--- config.mk ---
export PLATFORM = sky130hd
export DESIGN_NAME = rate_detect
export DESIGN_NICKNAME = d
export VERILOG_FILES = /design/src/rtl/rate_detect.sv
export SDC_FILE = /design/constraint.sdc
export NUM_CORES = 1
export LEC_CHECK = 0
export CAP_MARGIN = 20
export CORE_MARGIN = 2
export CORE_UTILIZATION = 39
export CTS_CLUSTER_DIAMETER = 150
export DETAILED_ROUTE_END_ITERATION = 8
export PLACE_DENSITY = 0.58
export SLEW_MARGIN = 20
export SYNTH_ARGS = -nofsm -noshare
export SYNTH_HDL_FRONTEND = slang
export SYNTH_SLANG_ARGS = --single-unit
--- constraint.sdc ---
create_clock -name clk -period 9.8 [get_ports clk]
set_clock_uncertainty 0.1 [all_clocks]
set_input_delay 1.96 -clock clk [delete_from_list [all_inputs] [get_ports clk]]
set_output_delay 1.96 -clock clk [all_outputs]
set_load 0.03 [all_outputs]
--- src/rtl/rate_detect.sv ---
// rate_detect: recovers the 3-bit rate code from a periodic tick stream.
// It measures the clk-cycle interval between tick rising edges and classifies
// it against the fixed nominal period table (5..1000 cycles, +/-TOL). Lock is
// declared after LOCK_CNT consecutive matching intervals.
// Ports:
//   clk        - system clock
//   reset      - asynchronous active-low reset
//   tick_in    - synchronous tick stream; a rising edge is one event
//   R_det      - detected rate code, qualified by rate_valid
//   rate_valid - high while locked
//   period     - last measured interval in clk cycles
//   lock_lost  - one-cycle pulse when lock is left
//   err        - one-cycle pulse when an interval matches no table entry
module rate_detect #(
  parameter int unsigned CNT_W    = 24,
  parameter int unsigned LOCK_CNT = 3,
  parameter int unsigned TOL      = 1,
  parameter int unsigned TIMEOUT  = 2048
) (
  input  logic             clk,
  input  logic             reset,
  input  logic             tick_in,
  output logic [2:0]       R_det,
  output logic             rate_valid,
  output logic [CNT_W-1:0] period,
  output logic             lock_lost,
  output logic             err
);

  localparam int unsigned MW = 4;
  localparam logic [CNT_W-1:0] TOL_C     = CNT_W'(TOL);
  localparam logic [CNT_W-1:0] TIMEOUT_C = CNT_W'(TIMEOUT);
  localparam logic [MW-1:0]    LOCK_C    = MW'(LOCK_CNT);

  typedef enum logic [1:0] {
    IDLE = 2'd0,
    ACQ  = 2'd1,
    LOCK = 2'd2
  } state_t;

  state_t           state, state_nx;
  logic             tick_d;
  logic             rise_c;
  logic [CNT_W-1:0] cnt, cnt_nx;
  logic [2:0]       cand, cand_nx;
  logic [MW-1:0]    match_cnt, match_nx;
  logic [MW-1:0]    inc_c;
  logic             hit_c;
  logic [2:0]       hit_code_c;
  logic [2:0]       r_det_nx;
  logic             valid_nx;
  logic [CNT_W-1:0] period_nx;
  logic             lost_nx;
  logic             err_nx;

  // Nominal tick period for each rate code
  function automatic logic [CNT_W-1:0] nominal(input logic [2:0] code);
    case (code)
      3'd0:    nominal = CNT_W'(5);
      3'd1:    nominal = CNT_W'(10);
      3'd2:    nominal = CNT_W'(25);
      3'd3:    nominal = CNT_W'(50);
      3'd4:    nominal = CNT_W'(100);
      3'd5:    nominal = CNT_W'(250);
      3'd6:    nominal = CNT_W'(500);
      default: nominal = CNT_W'(1000);
    endcase
  endfunction

  // True when |meas - nom| <= TOL
  function automatic logic near(input logic [CNT_W-1:0] meas, input logic [CNT_W-1:0] nom);
    if (meas >= nom) near = (meas - nom) <= TOL_C;
    else             near = (nom - meas) <= TOL_C;
  endfunction

  assign rise_c = tick_in & ~tick_d;

  // Interval counter: restarts at 1 on each rise, saturates at TIMEOUT
  always_comb begin
    cnt_nx = cnt;
    if (rise_c)               cnt_nx = CNT_W'(1);
    else if (cnt != TIMEOUT_C) cnt_nx = cnt + CNT_W'(1);
  end

  // Table classification of the current interval; TOL <= 2 keeps classes disjoint
  always_comb begin
    hit_c      = 1'b0;
    hit_code_c = 3'd0;
    for (int k = 0; k < 8; k++) begin
      if (near(cnt, nominal(3'(k)))) begin
        hit_c      = 1'b1;
        hit_code_c = 3'(k);
      end
    end
  end

  // Run length if this interval is accepted as a candidate match
  always_comb begin
    inc_c = MW'(1);
    if (hit_code_c == cand) inc_c = match_cnt + MW'(1);
  end

  // Next-state and registered-output logic
  always_comb begin
    state_nx  = state;
    cand_nx   = cand;
    match_nx  = match_cnt;
    r_det_nx  = R_det;
    valid_nx  = rate_valid;
    period_nx = period;
    lost_nx   = 1'b0;
    err_nx    = 1'b0;
    case (state)
      IDLE: begin
        // first edge only opens the measurement window
        if (rise_c) state_nx = ACQ;
      end
      ACQ: begin
        if (rise_c) begin
          period_nx = cnt;
          if (!hit_c) begin
            match_nx = '0;
            err_nx   = 1'b1;
          end else begin
            cand_nx  = hit_code_c;
            match_nx = inc_c;
            if (inc_c >= LOCK_C) begin
              state_nx = LOCK;
              r_det_nx = hit_code_c;
              valid_nx = 1'b1;
            end
          end
        end else if (cnt == TIMEOUT_C) begin
          state_nx = IDLE;
          match_nx = '0;
        end
      end
      LOCK: begin
        if (rise_c) begin
          period_nx = cnt;
          if (!(hit_c && (hit_code_c == cand))) begin
            state_nx = ACQ;
            lost_nx  = 1'b1;
            valid_nx = 1'b0;
            if (hit_c) begin
              cand_nx  = hit_code_c;
              match_nx = MW'(1);
            end else begin
              match_nx = '0;
              err_nx   = 1'b1;
            end
          end
        end else if (cnt == TIMEOUT_C) begin
          state_nx = IDLE;
          match_nx = '0;
          lost_nx  = 1'b1;
          valid_nx = 1'b0;
        end
      end
      default: state_nx = IDLE;
    endcase
  end

  // State and output registers
  always_ff @(posedge clk or negedge reset) begin
    if (!reset) begin
      state      <= IDLE;
      tick_d     <= 1'b0;
      cnt        <= '0;
      cand       <= 3'd0;
      match_cnt  <= '0;
      R_det      <= 3'd0;
      rate_valid <= 1'b0;
      period     <= '0;
      lock_lost  <= 1'b0;
      err        <= 1'b0;
    end else begin
      state      <= state_nx;
      tick_d     <= tick_in;
      cnt        <= cnt_nx;
      cand       <= cand_nx;
      match_cnt  <= match_nx;
      R_det      <= r_det_nx;
      rate_valid <= valid_nx;
      period     <= period_nx;
      lock_lost  <= lost_nx;
      err        <= err_nx;
    end
  end

endmodule

Word level (Yosys, flattened, before mapping)
Index checks and enable logic that the tools add are counted.
{ "totals": {"register_bits": 64, "word_cells": 143, "out_inout_bits": 30} }
{ "op_classes": {"mux": 62, "add_sub_neg": 18, "order_cmp": 25, "bitwise": 2, "n_reduce_logical": 11, "n_eq_ne": 15} }
{ "ops": {"columns": ["cell", "count"], "rows": [
  ["less-or-equal comparator 24 x 1 -> 1 bit, second input constant", 16],
  ["two-way mux 24 bit", 2],
  ["two-way mux 1 bit", 32],
  ["two-way mux 3 bit", 10],
  ["adder 24 x 1 -> 24 bit, second input constant", 1],
  ["== test 24 x 12 -> 1 bit, second input constant", 1],
  [">= comparator 24 x 10 -> 1 bit, second input constant", 1],
  [">= comparator 24 x 3 -> 1 bit, second input constant", 1],
  [">= comparator 24 x 4 -> 1 bit, second input constant", 1],
  [">= comparator 24 x 5 -> 1 bit, second input constant", 1],
  [">= comparator 24 x 6 -> 1 bit, second input constant", 1],
  [">= comparator 24 x 7 -> 1 bit, second input constant", 1],
  [">= comparator 24 x 8 -> 1 bit, second input constant", 1],
  [">= comparator 24 x 9 -> 1 bit, second input constant", 1],
  ["two-way mux 4 bit", 6],
  ["inequality test 24 x 12 -> 1 bit, second input constant", 1],
  ["subtractor 10 x 24 -> 24 bit, first input constant", 1],
  ["subtractor 24 x 10 -> 24 bit, second input constant", 1],
  ["subtractor 24 x 3 -> 24 bit, second input constant", 1],
  ["subtractor 24 x 4 -> 24 bit, second input constant", 1],
  ["subtractor 24 x 5 -> 24 bit, second input constant", 1],
  ["subtractor 24 x 6 -> 24 bit, second input constant", 1],
  ["subtractor 24 x 7 -> 24 bit, second input constant", 1],
  ["subtractor 24 x 8 -> 24 bit, second input constant", 1],
  ["29 further kinds", 48]
]} }

Longest topological paths before layout
{ "logic_depth": {"word_depth": 17, "mapped_depth": 17} }

Worst setup path after synthesis
OpenSTA, ideal clock, no wires.
{ "synth_timing": {"path_type": "register to register", "startpoint": "reg cnt[4]", "endpoint": "reg state[0]", "path_stages_with_launch": 17, "required_time_ns": 9.596, "n_path_buf": 2, "arrival_time_ns": 4.164, "setup_time_ns": 0.104, "setup_slack_ns": 5.432, "period_less_slack_ns": 4.368, "path_cell_list": "dfrtp_1 -> clkbuf_1 -> clkbuf_1 -> inv_2 -> ha_1 -> a21boi_0 -> o211ai_1 -> nor4bb_1 -> nor3_1 -> nor4_1 -> or4_1 -> nand3b_1 -> o21ai_2 -> nor3b_2 -> a31oi_1 -> or3_1 -> o311ai_1"} }
{ "synth_between": {"elab_chain_len": 15} }
{ "synth_rtl": {"columns": ["item", "line", "source"], "rows": [
  ["start, declared", "44", "logic [CNT_W-1:0] cnt, cnt_nx;"],
  ["start signal, assigned", "180", "cnt <= cnt_nx;"],
  ["subtractor 4 x 24 -> 24 bit / subtractor 24 x 4 -> 24 bit (equally long branches)", "73, 72", null],
  ["less-or-equal comparator 24 x 1 -> 1 bit (on tied branches)", "73, 72", null],
  ["two-way mux 1 bit", "72", "if (meas >= nom) near = (meas - nom) <= TOL_C;"],
  ["two-way mux 1 bit", "90", "if (near(cnt, nominal(3'(k)))) begin"],
  ["two-way mux 3 bit (6 in a row)", "90", null],
  ["== test 3 bit", "100, 141", null],
  ["two-way mux 4 bit", "100", "if (hit_code_c == cand) inc_c = match_cnt + MW'(1);"],
  [">= comparator 4 x 2 -> 1 bit", "127", "if (inc_c >= LOCK_C) begin"],
  ["inequality test 3 bit (no source line)", null, null],
  ["AND reduction 4 bit (no source line)", null, null],
  ["end signal, assigned", "178", "state <= state_nx;"],
  ["end, declared", "41", "state_t state, state_nx;"]
]} }
Several ways; a longest one is shown, not always the timed one.
A chain may end at the register's enable or synchronous reset.

Worst setup path after layout
{ "layout_timing": {"startpoint": "reg cnt[3]", "endpoint": "reg cand[2]"} }
{ "layout_between": {"elab_chain_len": 15} }
{ "layout_rtl": {"columns": ["item", "line", "source"], "rows": [
  ["subtractor 3 x 24 -> 24 bit / subtractor 24 x 3 -> 24 bit (equally long branches)", "73, 72", null],
  ["less-or-equal comparator 24 x 1 -> 1 bit (on tied branches)", "73, 72", null],
  ["two-way mux 1 bit", "72", null],
  ["two-way mux 1 bit (8 in a row)", "90", null],
  ["two-way mux 3 bit", "121, 145", null],
  ["two-way mux 3 bit", "141", "if (!(hit_c && (hit_code_c == cand))) begin"],
  ["two-way mux 3 bit", "139", "if (rise_c) begin"],
  ["case mux 3 bit (2 select lines)", "113", "case (state)"],
  ["end signal, assigned", "181", "cand <= cand_nx;"],
  ["end, declared", "45", "logic [2:0] cand, cand_nx;"]
]} }
Several ways; a longest one is shown, not always the timed one. The select of a mux whose other input is x is not followed.

==> report_table.html <==
<table>
<tr><th>Metric</th><th>Value</th></tr>
<tr><th colspan="2">Run status</th></tr>
<tr><td>Result of the run</td><td>complete, no violations</td></tr>
<tr><th colspan="2">STA</th></tr>
<tr><td>Final setup viols</td><td>0</td></tr>
<tr><td>Worst Hold Slack</td><td>0.375 ns</td></tr>
<tr><td>Remaining max-slew budget at the tightest pin</td><td>28.8%</td></tr>
<tr><td>Final Slew Violations</td><td>0</td></tr>
<tr><td>Min Tclk post-route</td><td>5.37 ns</td></tr>
<tr><td>Number of failing hold endpoints at the final stage</td><td>0</td></tr>
<tr><td>Setup repair after global routing missed its margin</td><td>false</td></tr>
<tr><td>Fmax</td><td>0.186 GHz</td></tr>
<tr><td>Tightest Pin Transition</td><td>1.06 ns</td></tr>
<tr><td>Fin Setup TNS</td><td>0 ns</td></tr>
<tr><td>Share of the clock period used by the worst path after layout</td><td>54.8%</td></tr>
<tr><th colspan="2">Synthesis</th></tr>
<tr><td>Most used DFF post-synth</td><td>sky130_fd_sc_hd__dfrtp_1</td></tr>
<tr><td>Flops &amp; latches, synth</td><td>64</td></tr>
<tr><td>Number of unique standard cell types used by synthesis</td><td>82</td></tr>
<tr><td>Total nets after synthesis</td><td>1037</td></tr>
<tr><td>Cell area after synthesis</td><td>7470 µm²</td></tr>
<tr><td>Count of flip-flops with a built-in enable after synthesis</td><td>0</td></tr>
<tr><td>Number of instances in the synthesized netlist</td><td>1012</td></tr>
<tr><td>Avg Synthesized Cell Area</td><td>7.38 µm²</td></tr>
<tr><td>Yosys warning total</td><td>0</td></tr>
<tr><td>Fraction of registers with async set or reset after synthesis</td><td>100%</td></tr>
<tr><td>Proportion of synthesized chip area in sequential cells</td><td>21.5%</td></tr>
<tr><th colspan="2">CTS</th></tr>
<tr><td>CTS sink count</td><td>64</td></tr>
<tr><td>Clk slew on worst S/H paths</td><td>0.06 ns</td></tr>
<tr><td>Source-to-sink clock delay at the later pin of the worst-skew pair</td><td>0.36 ns</td></tr>
<tr><td>Max clock buf depth</td><td>2</td></tr>
<tr><td>Maximum level of the CTS H-tree</td><td>3</td></tr>
<tr><td>Clock Root Buffer</td><td>sky130_fd_sc_hd__clkbuf_16</td></tr>
<tr><td>Cts bufs inserted</td><td>9</td></tr>
<tr><td>Post-CTS repair timing setup buffer count</td><td>0</td></tr>
<tr><td>Number of resized instances in the post-cts repair step</td><td>0</td></tr>
<tr><td>Clock tree from TritonCTS</td><td>yes</td></tr>
<tr><td>Hold buffers post-CTS</td><td>0</td></tr>
<tr><th colspan="2">Final layout</th></tr>
<tr><td>Fraction of final layout cells sized beyond drive strength 1</td><td>10.1%</td></tr>
<tr><td>Number of fillers in the final layout</td><td>1949</td></tr>
<tr><td>Multi-input gate area</td><td>5440 µm²</td></tr>
<tr><td>Sequential cell area in the final layout</td><td>1600 µm²</td></tr>
<tr><td>Number of nets in the final layout</td><td>1030</td></tr>
<tr><td>Count of non-filler cells in the finished layout</td><td>1245</td></tr>
<tr><td>Area growth from synthesis to final layout</td><td>11.4%</td></tr>
<tr><th colspan="2">Floorplanning</th></tr>
<tr><td>Row count</td><td>50</td></tr>
<tr><td>Horizontal die dimension</td><td>142 µm</td></tr>
<tr><td>Initial standard-cell utilization of the core</td><td>39.8%</td></tr>
<tr><td>Die H</td><td>142 µm</td></tr>
<tr><td>Total I/O pin count</td><td>33</td></tr>
<tr><td>Placeable Area</td><td>18800 µm²</td></tr>
<tr><td>Die Outline Area</td><td>20300 µm²</td></tr>
<tr><th colspan="2">Detailed routing</th></tr>
<tr><td>Total Routed Length</td><td>33300 µm</td></tr>
<tr><td>Post-route antenna net violation count</td><td>0</td></tr>
<tr><td>Pre-Repair DR Iteration Count</td><td>6</td></tr>
<tr><td>Average wire length per cell after detail routing</td><td>26.7 µm</td></tr>
<tr><td>Iteration-0 DRC count of the detailed router</td><td>1363</td></tr>
<tr><td>Via-per-instance ratio</td><td>7.01</td></tr>
<tr><td>Via count of the routed design</td><td>8723</td></tr>
<tr><td>Drt drc</td><td>0</td></tr>
<tr><th colspan="2">Setup path</th></tr>
<tr><td>Kind of start point of the critical path</td><td>flip-flop</td></tr>
<tr><td>CP endpoint kind</td><td>flip-flop</td></tr>
<tr><td>CP Max Fanout</td><td>37</td></tr>
<tr><td>Required time at the worst-slack endpoint</td><td>9.94 ns</td></tr>
<tr><td>Data arrival, critical path</td><td>5.52 ns</td></tr>
<tr><td>Type of the setup path with the least slack</td><td>flip-flop to flip-flop</td></tr>
<tr><th colspan="2">Placed design</th></tr>
<tr><td>Placed cells</td><td>1228</td></tr>
<tr><td>Placed wire-length estimate</td><td>24000 µm</td></tr>
<tr><td>Number of buffer cells added on primary ports</td><td>32</td></tr>
<tr><td>Routability-driven placement congestion ratio</td><td>1.00</td></tr>
<tr><th colspan="2">GRT</th></tr>
<tr><td>Total GRT Usage</td><td>33.0%</td></tr>
<tr><td>First-pass GRT wire length</td><td>50500 µm</td></tr>
<tr><td>Pin count of the biggest net entering global routing</td><td>65</td></tr>
<tr><td>Via count of the first global-routing pass</td><td>8103</td></tr>
<tr><td>Initial antenna violation count</td><td>0</td></tr>
<tr><td>Sum of overflow across all layers after global routing</td><td>0</td></tr>
<tr><th colspan="2">Power and ir drop</th></tr>
<tr><td>Pwr per Cell Area</td><td>176 nW/µm²</td></tr>
<tr><td>Maximum ir drop on the vdd rail</td><td>0.112 mV</td></tr>
<tr><td>Total leakage power</td><td>3.47 nW</td></tr>
<tr><th colspan="2">Hold path</th></tr>
<tr><td>Tightest Hold Check Type</td><td>flip-flop to flip-flop</td></tr>
<tr><th colspan="2">Flow run</th></tr>
<tr><td>Max-Cap Viols</td><td>0</td></tr>
</table>
flip-flops by register name, indices dropped and copies added (netlist names), 2 cells and up:
name	cells
cnt	24
state	2
R_det	3
cand	3
match_cnt	4
period	24
cells in the final DEF (no fill, tap or decap), types with 22 or more instances in the layout:
master,n
sky130_fd_sc_hd__nand2_1,95
sky130_fd_sc_hd__nor2_1,81
sky130_fd_sc_hd__o21ai_0,69
sky130_fd_sc_hd__dfrtp_1,64
sky130_fd_sc_hd__nand3_1,60
sky130_fd_sc_hd__nor4_1,46
sky130_fd_sc_hd__xnor2_1,46
sky130_fd_sc_hd__nand4_1,40
sky130_fd_sc_hd__a21oi_1,32
sky130_fd_sc_hd__nor3_1,32
sky130_fd_sc_hd__buf_4,32
sky130_fd_sc_hd__clkdlybuf4s50_1,31
sky130_fd_sc_hd__inv_1,26
sky130_fd_sc_hd__or4_1,23
sky130_fd_sc_hd__ha_1,22
where the power goes:
| group | switching [mW] | internal (mW) | total (mW) |
|---|---|---|---|
| Combinational | 0.516 | 0.266 | 0.781 |
| Sequential | 0.0272 | 0.293 | 0.320 |
| Clock | 0.139 | 0.223 | 0.362 |
logic make-up after synthesis:
| kind of cell | after synthesis | synth area share, % |
|---|---|---|
| AND/OR/NAND/NOR | 498 | 37.0 |
| AO/OA/AOI/OAI | 231 | 21.3 |
| buffers and inverters | 112 | 5.87 |
| XOR/XNOR | 64 | 7.51 |
| flip-flops | 64 | 21.5 |
| adder cells (fa/ha/maj) | 22 | 3.69 |
| multiplexers | 21 | 3.17 |
critical path, stage by stage, from the launching register on:
cell and delay, ns:
sky130_fd_sc_hd__dfrtp_1 0.36, sky130_fd_sc_hd__buf_4 0.26, sky130_fd_sc_hd__inv_1 0.56, sky130_fd_sc_hd__ha_1 0.54, sky130_fd_sc_hd__a21boi_0 0.60, sky130_fd_sc_hd__o211ai_1 0.18, sky130_fd_sc_hd__nor4bb_1 0.16, sky130_fd_sc_hd__nor3_1 0.30
sky130_fd_sc_hd__nor4_1 0.16, sky130_fd_sc_hd__or4_1 0.61, sky130_fd_sc_hd__nand3b_1 0.21, sky130_fd_sc_hd__o21ai_2 0.21, sky130_fd_sc_hd__nor3b_2 0.34, sky130_fd_sc_hd__o21ai_0 0.13, sky130_fd_sc_hd__nand3_1 0.18, sky130_fd_sc_hd__mux2_2 0.35
final timing paths:
kind                            from        end  slack (ns)  cells after the start
max                           cnt[3]    cand[2]        4.43                     15
min                        period[0]  period[0]        0.37                      2
max reg2reg                   cnt[3]    cand[2]        4.43                     15
min reg2reg                period[0]  period[0]        0.37                      2
max in group asynchronous      reset    cnt[19]        7.32                      2
min in group asynchronous      reset  period[7]        1.69                      2
stage by stage:
stage	setup slack (ns)	util (%)	cell area, µm²	power, mW
6_report	4.43	44.3	8320	1.46
5_1_grt	4.15	44.3	8320	1.53
4_1_cts	4.57	44.3	8320	1.44
3_5_place_dp	4.58	42.6	8000	1.07
3_3_place_gp	4.72	42.6	8000	1.08
2_1_floorplan	5.43	-	7470	0.852
cells in the mapped netlist, types with 4 or more instances:
library cell / count / area share (%)
sky130_fd_sc_hd__a211oi_1: 6 / 0.60
sky130_fd_sc_hd__a21boi_0: 6 / 0.60
sky130_fd_sc_hd__a21o_1: 7 / 0.70
sky130_fd_sc_hd__a21oi_1: 32 / 2.1
sky130_fd_sc_hd__a22oi_1: 5 / 0.50
sky130_fd_sc_hd__a311oi_1: 4 / 0.47
sky130_fd_sc_hd__a31o_2: 7 / 0.82
sky130_fd_sc_hd__a31oi_1: 8 / 0.67
sky130_fd_sc_hd__a32oi_1: 6 / 0.70
sky130_fd_sc_hd__and2_1: 10 / 0.84
sky130_fd_sc_hd__and3_1: 8 / 0.67
sky130_fd_sc_hd__buf_1: 13 / 0.65
sky130_fd_sc_hd__buf_2: 8 / 0.54
sky130_fd_sc_hd__clkbuf_1: 60 / 3.0
sky130_fd_sc_hd__dfrtp_1: 64 / 21
sky130_fd_sc_hd__ha_1: 22 / 3.7
sky130_fd_sc_hd__inv_1: 26 / 1.3
sky130_fd_sc_hd__mux2_2: 17 / 2.6
sky130_fd_sc_hd__nand2_1: 95 / 4.8
sky130_fd_sc_hd__nand2b_1: 11 / 0.92
sky130_fd_sc_hd__nand3_1: 60 / 4.0
sky130_fd_sc_hd__nand3b_1: 9 / 0.90
sky130_fd_sc_hd__nand4_1: 40 / 3.4
sky130_fd_sc_hd__nand4b_1: 6 / 0.70
sky130_fd_sc_hd__nor2_1: 81 / 4.1
sky130_fd_sc_hd__nor2b_1: 16 / 1.3
sky130_fd_sc_hd__nor3_1: 32 / 2.1
sky130_fd_sc_hd__nor3b_1: 4 / 0.40
sky130_fd_sc_hd__nor4_1: 47 / 3.9
sky130_fd_sc_hd__nor4_2: 4 / 0.67
sky130_fd_sc_hd__nor4b_1: 5 / 0.59
sky130_fd_sc_hd__nor4bb_1: 5 / 0.67
sky130_fd_sc_hd__o2111ai_1: 5 / 0.59
sky130_fd_sc_hd__o211ai_1: 12 / 1.2
sky130_fd_sc_hd__o21a_1: 5 / 0.50
sky130_fd_sc_hd__o21ai_0: 69 / 4.6
sky130_fd_sc_hd__o31ai_1: 12 / 1.2
sky130_fd_sc_hd__o41ai_1: 6 / 0.70
sky130_fd_sc_hd__or2_2: 7 / 0.59
sky130_fd_sc_hd__or3_1: 18 / 1.5
sky130_fd_sc_hd__or4_1: 23 / 2.3
sky130_fd_sc_hd__xnor2_1: 46 / 5.4
sky130_fd_sc_hd__xor2_1: 18 / 2.1
layer usage:
layer | vias to the layer above | global-route usage [%] | wire, µm
li1 | 3790 | - | -
met1 | 4162 | 43.9 | 13600
met2 | 603 | 47.8 | 13700
met3 | 168 | 8.41 | 3640
met4 | 0 | 20.1 | 2340
met5 | - | 0 | 0
layout make-up:
type                            count  area share (%)
Multi-Input combinational cell    836            65.3
Sequential cell                    64            19.2
Timing Repair Buffer               64            6.68
Tap cell                          234            3.52
Clock buffer                        9            2.71
Inverter                           30            1.35
Clock inverter                      7            1.14
Antenna cell                        1          0.0301
Power figures use the tool's default switching activity.
